$ cat src/rtl/serial_alu_sequencer.sv
// Bit-serial sequencer for an external one-bit ALU slice: AND/OR/ADD/SUB/SLT, LSB first.
// Optional macro SERIAL_ALU_OVF_EN enables the overflow flag and the signed SLT rule.
module serial_alu_sequencer #(
    parameter int WIDTH = 32
) (
    input  logic             clk,
    input  logic             reset,
    input  logic             start,
    input  logic [WIDTH-1:0] op_a,
    input  logic [WIDTH-1:0] op_b,
    input  logic [2:0]       aluop,
    output logic             busy,
    output logic             done,
    output logic [WIDTH-1:0] result,
    output logic             zero,
    output logic             carry_out,
    output logic             overflow,
    output logic             slice_a,
    output logic             slice_b,
    output logic             slice_less,
    output logic             slice_cin,
    output logic [2:0]       slice_aluop,
    input  logic             slice_cout,
    input  logic             slice_out
);

    localparam int BW = (WIDTH > 2) ? $clog2(WIDTH) : 1;

    typedef enum logic [1:0] {
        S_IDLE = 2'd0,
        S_RUN  = 2'd1,
        S_DONE = 2'd2
    } state_t;

    state_t           state_q, state_d;
    logic [BW-1:0]    bit_q, bit_d;
    logic [2:0]       aluop_q, aluop_d;
    logic             carry_q, carry_d;
    logic             result_zero_q, result_zero_d;
    logic             cout_q, cout_d;
    logic             ovf_q, ovf_d;
    logic [WIDTH-1:0] result_q, result_d;

    // Data-only registers: no reset, always written before being consumed.
    logic [WIDTH-1:0] op_a_q, op_a_d;
    logic [WIDTH-1:0] op_b_q, op_b_d;
    logic [WIDTH-1:0] acc_q, acc_d;

    logic             in_run;
    logic             last_bit;
    logic             is_add;
    logic             is_slt;
    logic [2:0]       eff_op;
    logic             slt_bit;
    logic             ovf_flag;
    logic [WIDTH-1:0] shifted;
    logic [WIDTH-1:0] res_full;

    assign in_run   = (state_q == S_RUN);
    assign last_bit = (bit_q == BW'(WIDTH - 1));
    assign is_add   = (aluop_q[1:0] == 2'b10);
    assign is_slt   = (aluop_q[1:0] == 2'b11);
    // SLT is carried out as a subtraction on the slice.
    assign eff_op   = is_slt ? 3'b110 : aluop_q;
    assign shifted  = {slice_out, acc_q[WIDTH-1:1]};

`ifdef SERIAL_ALU_OVF_EN
    logic msb_ovf;
    assign msb_ovf  = carry_q ^ slice_cout;
    assign slt_bit  = slice_out ^ msb_ovf;
    assign ovf_flag = is_add & msb_ovf;
`else
    assign slt_bit  = slice_out;
    assign ovf_flag = 1'b0;
`endif

    assign res_full = is_slt ? {{(WIDTH-1){1'b0}}, slt_bit} : shifted;

    always_comb begin
        state_d       = state_q;
        bit_d         = bit_q;
        aluop_d       = aluop_q;
        carry_d       = carry_q;
        result_zero_d = result_zero_q;
        cout_d        = cout_q;
        ovf_d         = ovf_q;
        result_d      = result_q;
        op_a_d        = op_a_q;
        op_b_d        = op_b_q;
        acc_d         = acc_q;
        case (state_q)
            S_IDLE: begin
                if (start) begin
                    state_d = S_RUN;
                    bit_d   = '0;
                    op_a_d  = op_a;
                    op_b_d  = op_b;
                    aluop_d = aluop;
                    carry_d = aluop[2] | (aluop[1:0] == 2'b11);
                end
            end
            S_RUN: begin
                acc_d   = shifted;
                carry_d = slice_cout;
                bit_d   = bit_q + BW'(1);
                // Final bit: publish result and flags so they are valid with done.
                if (last_bit) begin
                    state_d       = S_DONE;
                    bit_d         = '0;
                    result_d      = res_full;
                    result_zero_d = (res_full == '0);
                    cout_d        = is_add & slice_cout;
                    ovf_d         = ovf_flag;
                end
            end
            S_DONE: begin
                state_d = S_IDLE;
            end
            default: begin
                state_d = S_IDLE;
            end
        endcase
    end

    always_ff @(posedge clk) begin
        if (reset) begin
            state_q       <= S_IDLE;
            bit_q         <= '0;
            aluop_q       <= 3'b000;
            carry_q       <= 1'b0;
            result_zero_q <= 1'b1;
            cout_q        <= 1'b0;
            ovf_q         <= 1'b0;
            result_q      <= '0;
        end else begin
            state_q       <= state_d;
            bit_q         <= bit_d;
            aluop_q       <= aluop_d;
            carry_q       <= carry_d;
            result_zero_q <= result_zero_d;
            cout_q        <= cout_d;
            ovf_q         <= ovf_d;
            result_q      <= result_d;
        end
    end

    always_ff @(posedge clk) begin
        op_a_q <= op_a_d;
        op_b_q <= op_b_d;
        acc_q  <= acc_d;
    end

    // Slice inputs are driven only while a bit is being evaluated.
    always_comb begin
        slice_a     = 1'b0;
        slice_b     = 1'b0;
        slice_cin   = 1'b0;
        slice_aluop = 3'b000;
        if (in_run) begin
            slice_a     = op_a_q[bit_q];
            slice_b     = op_b_q[bit_q];
            slice_cin   = (bit_q == '0) ? eff_op[2] : carry_q;
            slice_aluop = eff_op;
        end
    end

    assign slice_less = 1'b0;
    assign busy       = (state_q != S_IDLE);
    assign done       = (state_q == S_DONE);
    assign result     = result_q;
    assign zero       = result_zero_q;
    assign carry_out  = cout_q;
    assign overflow   = ovf_q;

endmodule

$ cat config.mk
export PLATFORM = sky130hd
export DESIGN_NAME = serial_alu_sequencer
export DESIGN_NICKNAME = d
export VERILOG_FILES = /design/src/rtl/serial_alu_sequencer.sv
export SDC_FILE = /design/constraint.sdc
export NUM_CORES = 1
export LEC_CHECK = 0
export CORE_ASPECT_RATIO = 0.8
export CORE_MARGIN = 4
export CORE_UTILIZATION = 50
export CTS_CLUSTER_SIZE = 8
export DETAILED_ROUTE_END_ITERATION = 16
export GPL_ROUTABILITY_DRIVEN = 1
export GPL_TIMING_DRIVEN = 1
export PLACE_DENSITY = 0.79
export SLEW_MARGIN = 25
export SYNTH_ARGS = -nofsm -noshare
export SYNTH_HDL_FRONTEND = slang
export SYNTH_SLANG_ARGS = --single-unit
$ cat constraint.sdc
create_clock -name clk -period 4.9 [get_ports clk]
set_input_delay 0.98 -clock clk [delete_from_list [all_inputs] [get_ports clk]]
set_output_delay 0.98 -clock clk [all_outputs]
set_load 0.01 [all_outputs]
==> flow_summary.json, run 1 <==
{
  "cts-resized-gates": 0,
  "min_path_cells": 2,
  "ir_drop_v": 0.000239,
  "grt_pass1_wl_um": 19700,
  "io-pin-count": 116,
  "period_share_pct": 79.6,
  "min_to": "result[18]",
  "cts_tree": "yes",
  "yosys_warnings": 0,
  "synth_top_area_cell": "edfxtp_1",
  "nNetsFinal": 604,
  "synth_ff_type": "edfxtp_1",
  "critPathRequiredTime_ps": 3920,
  "hold_viol_final": 0,
  "hold_path_class": "reg -> reg",
  "grt_pass1_vias": 3835,
  "firstDrtPassIters": 5,
  "die_h_um": 101,
  "synthDistinctLibCells": 46,
  "hpwl_um": 8140,
  "clock-sinks": 140,
  "max_stage_delay_ps": 850,
  "fin_util_pct": 69.0,
  "diodes": 0,
  "die_w_um": 125,
  "grt_overflow_total": 0,
  "setup_tns_ps": 0,
  "gp_congestion": 0.830,
  "dieArea_um2": 12600,
  "async_flop_share_pct": 0,
  "synth.avg_cell_area_um2": 13.0,
  "worstPathCellList": "buf_4 > mux2i_1 > a22oi_1 > nand3_1 > o211ai_1 > clkdlybuf4s50_1",
  "setup_slack_ps": 1000,
  "end_kind": "primary output",
  "fillers": 740,
  "final_cells": 682,
  "p_leak_nw": 2.39,
  "grt_max_degree": 47,
  "area_delta_synth_final_pct": 32.3,
  "h-tree-depth": 4,
  "via_per_inst": 5.46,
  "dp_slack_ps": 1550,
  "period_minus_slack_ps": 3900,
  "coreArea_um2": 10400,
  "synthTopCellsByArea": "edfxtp_1, dfxtp_1, mux2i_1",
  "power.density_nw_per_um2": 389,
  "relSlewSlack_pct": 32.1,
  "r2r-end": "zero",
  "rsz0062_at_grt": "no",
  "reg2reg_depth": 6,
  "max_freq_ghz": 0.256,
  "antenna_found_initial": 0,
  "layout_common_cells": "clkdlybuf4s50_1, edfxtp_1, nand2_1",
  "dp.cells": 650,
  "numCtsBuffers": 17,
  "syn_area_um2": 5430,
  "drive_above_1_share_pct": 8.86,
  "run_status": "complete, no violations",
  "antenna_left": 0,
  "synthCells": 418,
  "wl_per_cell_um": 18.1,
  "worstPathArrival_ps": 2920,
  "drv_cap": 0,
  "holdCritStartpoint": "result[18]",
  "cts-root-buf": "clkbuf_16",
  "critical_path_class": "reg -> out",
  "final_common_cell": "clkdlybuf4s50_1",
  "drt_wl_total_um": 12300,
  "insertion_delay_ps": 410,
  "start_util_pct": 52.2,
  "cts_setup_buffers": 0,
  "synth_seq_cells": 140,
  "cts_hold_buf": 0,
  "route.detailed.drc": 0,
  "synth-seq-area-share_pct": 69.1,
  "grt.total_usage_pct": 20.1,
  "setup_violations": 0,
  "port_buffers": 113,
  "fin_worst_skew_ps": 6.19,
  "synth_edf_count": 95,
  "cts_buffer_depth": 2,
  "slowest_stage": "dfxtp_1",
  "synth_top_area_share_pct": 52.5,
  "drv_slew": 0,
  "holdWs_ps": 449,
  "drtIter0Drc": 255,
  "clk_pin_slew_ps": 60,
  "r2r_start": "bit_q[0]",
  "start_kind": "register",
  "routed-via-count": 3727,
  "rows": 33,
  "r2r_slack_ps": 2290,
  "worst_pin_slew_ps": 1020,
  "path_max_fanout": 21
}
[worst max path at each step]
stage                        start      end  slack (ps)  cells past startpoint
after floorplan              start  carry_q        1750                      5
after detailed placement  bit_q[2]  slice_a        1550                      6
after global placement    bit_q[2]  slice_a        1640                      6
after global routing      bit_q[2]  slice_a         890                      6
final                     bit_q[2]  slice_a        1000                      6
after CTS                 bit_q[2]  slice_a        1060                      6
[logic make-up after synthesis]
family	synth area share (%)
DFF	69.1
adders and majority gates	0.691
muxes	5.53
buffers and inverters	3.78
other	0.0691
and+or+nand+nor	13.8
AOI/OAI and AO/OA	7.01
[critical path, delay by kind of cell (launching register included)]
family,cells,cell delay (ps)
buffers and inverters,2,920
AOI/OAI and AO/OA,2,460
muxes,1,120
and+or+nand+nor,1,140
DFF,1,850
[layer usage]
layer  track usage (%)  routed length, um
met1              25.1               5260
met3              6.17                798
met4              9.10                211
met5                 0                  0
met2              32.9               6070
[final cells by class]
type	instances	area, um2	share of cell area [%]
clock buffers	21	482	6.70
well taps	140	175	2.44
multi-input cells	248	1480	20.6
inverters	5	21.3	0.296
flip-flops and latches	140	3750	52.2
repair buffers	117	1160	16.2
clock inverters	11	115	1.60
[state kept, by name (all words and copies together) (netlist names)]
signal / cells
zero: 1
aluop_q: 3
op_b_q: 32
carry_out: 1
bit_q: 5
carry_q: 1
op_a_q: 32
acc_q: 31
state_q: 2
result: 32
[stage by stage]
step,cell area [um2],total power [mW]
floorplan,5430,1.45
global placement,6590,1.53
detailed placement,6590,1.54
CTS,7180,2.81
global route,7180,2.89
finish,7180,2.80
[report_power, final]
part / leakage [nW] / switching, mW / internal [mW]
clock network: 0.296 / 0.477 / 0.803
registers: 1.27 / 0.0310 / 1.33
logic: 0.831 / 0.0783 / 0.0795
[Yosys cell counts, types with 2 or more instances]
library cell,n
and2b_2,4
nand2_1,50
a211oi_1,2
o21ai_0,2
a21oi_1,44
buf_2,6
mux2i_1,30
dfxtp_1,45
and2_2,2
buf_6,4
nor2b_1,3
nand3b_1,2
edfxtp_1,95
buf_4,6
a2111oi_0,2
clkbuf_1,8
nor2_1,14
nor3_1,3
ha_1,3
nor4_1,8
inv_1,4
nand3_1,48
nand4_1,4
a22oi_1,7
Power figures use the tool's default switching activity.
==> run 2, diff against run 1 <==
--- a/config.mk
+++ b/config.mk
@@ -7,12 +7,12 @@
 export LEC_CHECK = 0
 export CORE_ASPECT_RATIO = 0.8
 export CORE_MARGIN = 4
-export CORE_UTILIZATION = 50
+export CORE_UTILIZATION = 46
 export CTS_CLUSTER_SIZE = 8
 export DETAILED_ROUTE_END_ITERATION = 16
 export GPL_ROUTABILITY_DRIVEN = 1
 export GPL_TIMING_DRIVEN = 1
-export PLACE_DENSITY = 0.79
+export PLACE_DENSITY = 0.76
 export SLEW_MARGIN = 25
 export SYNTH_ARGS = -nofsm -noshare
 export SYNTH_HDL_FRONTEND = slang
==> constraint.sdc (replaced) <==
create_clock -name clk -period 3.4 [get_ports clk]
set_input_delay 0.68 -clock clk [delete_from_list [all_inputs] [get_ports clk]]
set_output_delay 0.68 -clock clk [all_outputs]
set_load 0.01 [all_outputs]
==> run 2 against run 1 <==
- non-clock buffer count grew 3
- first-iteration DRC count up 22%
- register-to-register slack got worse by 1500 ps
- power grew 43%
- worst hold slack better by 3.0 ps
- critical path depth up 1
- sequential power up 43%
- die area increased by 8.1%
- routed wire length decreased by 8.3%
- clock power increased by 41%
==> flow_summary.json, run 2 (synthesized netlist as in run 1, its figures left out) <==
{
  "die_w_um": 129,
  "start_util_pct": 47.1,
  "hold_path_class": "reg -> reg",
  "routed-via-count": 3665,
  "cts-resized-gates": 0,
  "total_power_mw": 4.00,
  "rsz0062_at_grt": "no",
  "grtUsageMet2_pct": 26.1,
  "wl_per_cell_um": 16.3,
  "setup_violations": 0,
  "insertion_delay_ps": 410,
  "relSlewSlack_pct": 40.5,
  "drive_above_1_share_pct": 9.91,
  "drt_wl_total_um": 11300,
  "cts_buffer_depth": 2,
  "final_common_cell": "clkdlybuf4s50_1",
  "end_kind": "primary output",
  "h-tree-depth": 4,
  "power.density_nw_per_um2": 553,
  "rows": 35,
  "coreArea_um2": 11500,
  "layout_common_cells": "clkdlybuf4s50_1, edfxtp_1, nand2_1",
  "max_freq_ghz": 0.309,
  "clk_pin_slew_ps": 60,
  "p_leak_nw": 2.41,
  "critPathRequiredTime_ps": 2720,
  "hpwl_um": 7880,
  "numCtsBuffers": 17,
  "route.detailed.drc": 0,
  "busiest_layer": "met2",
  "period_minus_slack_ps": 3240,
  "start_kind": "register",
  "grt_overflow_total": 0,
  "path_max_fanout": 19,
  "hold_viol_final": 0,
  "io-pin-count": 116,
  "place_area_um2": 6630,
  "antenna_found_initial": 0,
  "drv_slew": 0,
  "die_h_um": 105,
  "antenna_left": 0,
  "cts_tree": "yes",
  "gp_congestion": 0.809,
  "grtUsageMet1_pct": 22.6,
  "critical_path_class": "reg -> out",
  "cts_hold_buf": 0,
  "cts-root-buf": "clkbuf_16",
  "clock-sinks": 140,
  "grt_pass1_vias": 3598,
  "area_delta_synth_final_pct": 33.1,
  "period_share_pct": 95.3,
  "ir_drop_v": 0.000348,
  "cts_setup_buffers": 0,
  "fin_worst_skew_ps": 7.75,
  "grt_pass1_wl_um": 17900,
  "run_status": "complete, no violations",
  "grt_max_degree": 69,
  "design_area_um2": 7220,
  "grt.total_usage_pct": 17.0,
  "port_buffers": 113,
  "worst_pin_slew_ps": 890,
  "drtIter0Drc": 310,
  "dieArea_um2": 13600,
  "firstDrtPassIters": 5,
  "worstPathArrival_ps": 2560,
  "diodes": 0,
  "holdWs_ps": 452,
  "via_per_inst": 5.29,
  "grt_use_met3_pct": 5.31,
  "drv_cap": 0,
  "nNetsFinal": 607,
  "setup_tns_ps": 0
}
==> run 2: cell count changes in the layout (fill, tap and decap cells not counted), moves of 2 or more <==
cell / before / now
buf_4: 4 / 6
inv_6: 0 / 7
inv_8: 0 / 3
clkinv_2: 4 / 0
==> run 2: power breakdown <==
group	switching, mW	internal [mW]	total [mW]
combinational	0.110	0.119	0.230
sequential	0.0419	1.91	1.95
clock	0.754	1.06	1.81
total	0.906	3.09	4.00
==> run 2: critical path, cell delays in order, from the launching register on <==
cell             delay (ps)
dfxtp_1                 490
buf_4                   360
mux2i_1                 120
a22oi_1                 200
nand3_1                 110
o22a_1                  180
o211ai_1                 90
clkdlybuf4s50_1         590
==> run 2: final timing paths <==
check | endpoint | slack, ps | cells after the start | startpoint
setup / recovery | slice_a | 160 | 7 | bit_q[1]
hold / removal | result[31] | 450 | 2 | result[31]
setup reg to reg | zero | 830 | 7 | bit_q[1]
hold reg to reg | result[31] | 450 | 2 | result[31]
==> run 2: cell type report <==
| cell class | count | area, um2 |
|---|---|---|
| clock buffers | 18 | 439 |
| clock inverters | 14 | 146 |
| fillers | 822 | 4290 |
| inverters | 5 | 21.3 |
| multi-input cells | 248 | 1480 |
| flip-flops and latches | 140 | 3750 |
| well taps | 148 | 185 |
| repair buffers | 120 | 1200 |
==> run 2: per-stage QoR <==
stage,setup slack (ps),util (%),cells
2_1_floorplan,553,-,419
3_3_place_gp,564,57.6,661
3_5_place_dp,557,57.6,661
4_1_cts,89.2,62.7,693
5_1_grt,21.8,62.7,693
6_report,160,62.7,693
==> run 2: layer usage <==
metal / routed length [um] / up-vias
met2: 5320 / 141
met3: 746 / 20
met5: 0 / -
met1: 5010 / 1729
met4: 223 / 0
li1: - / 1775
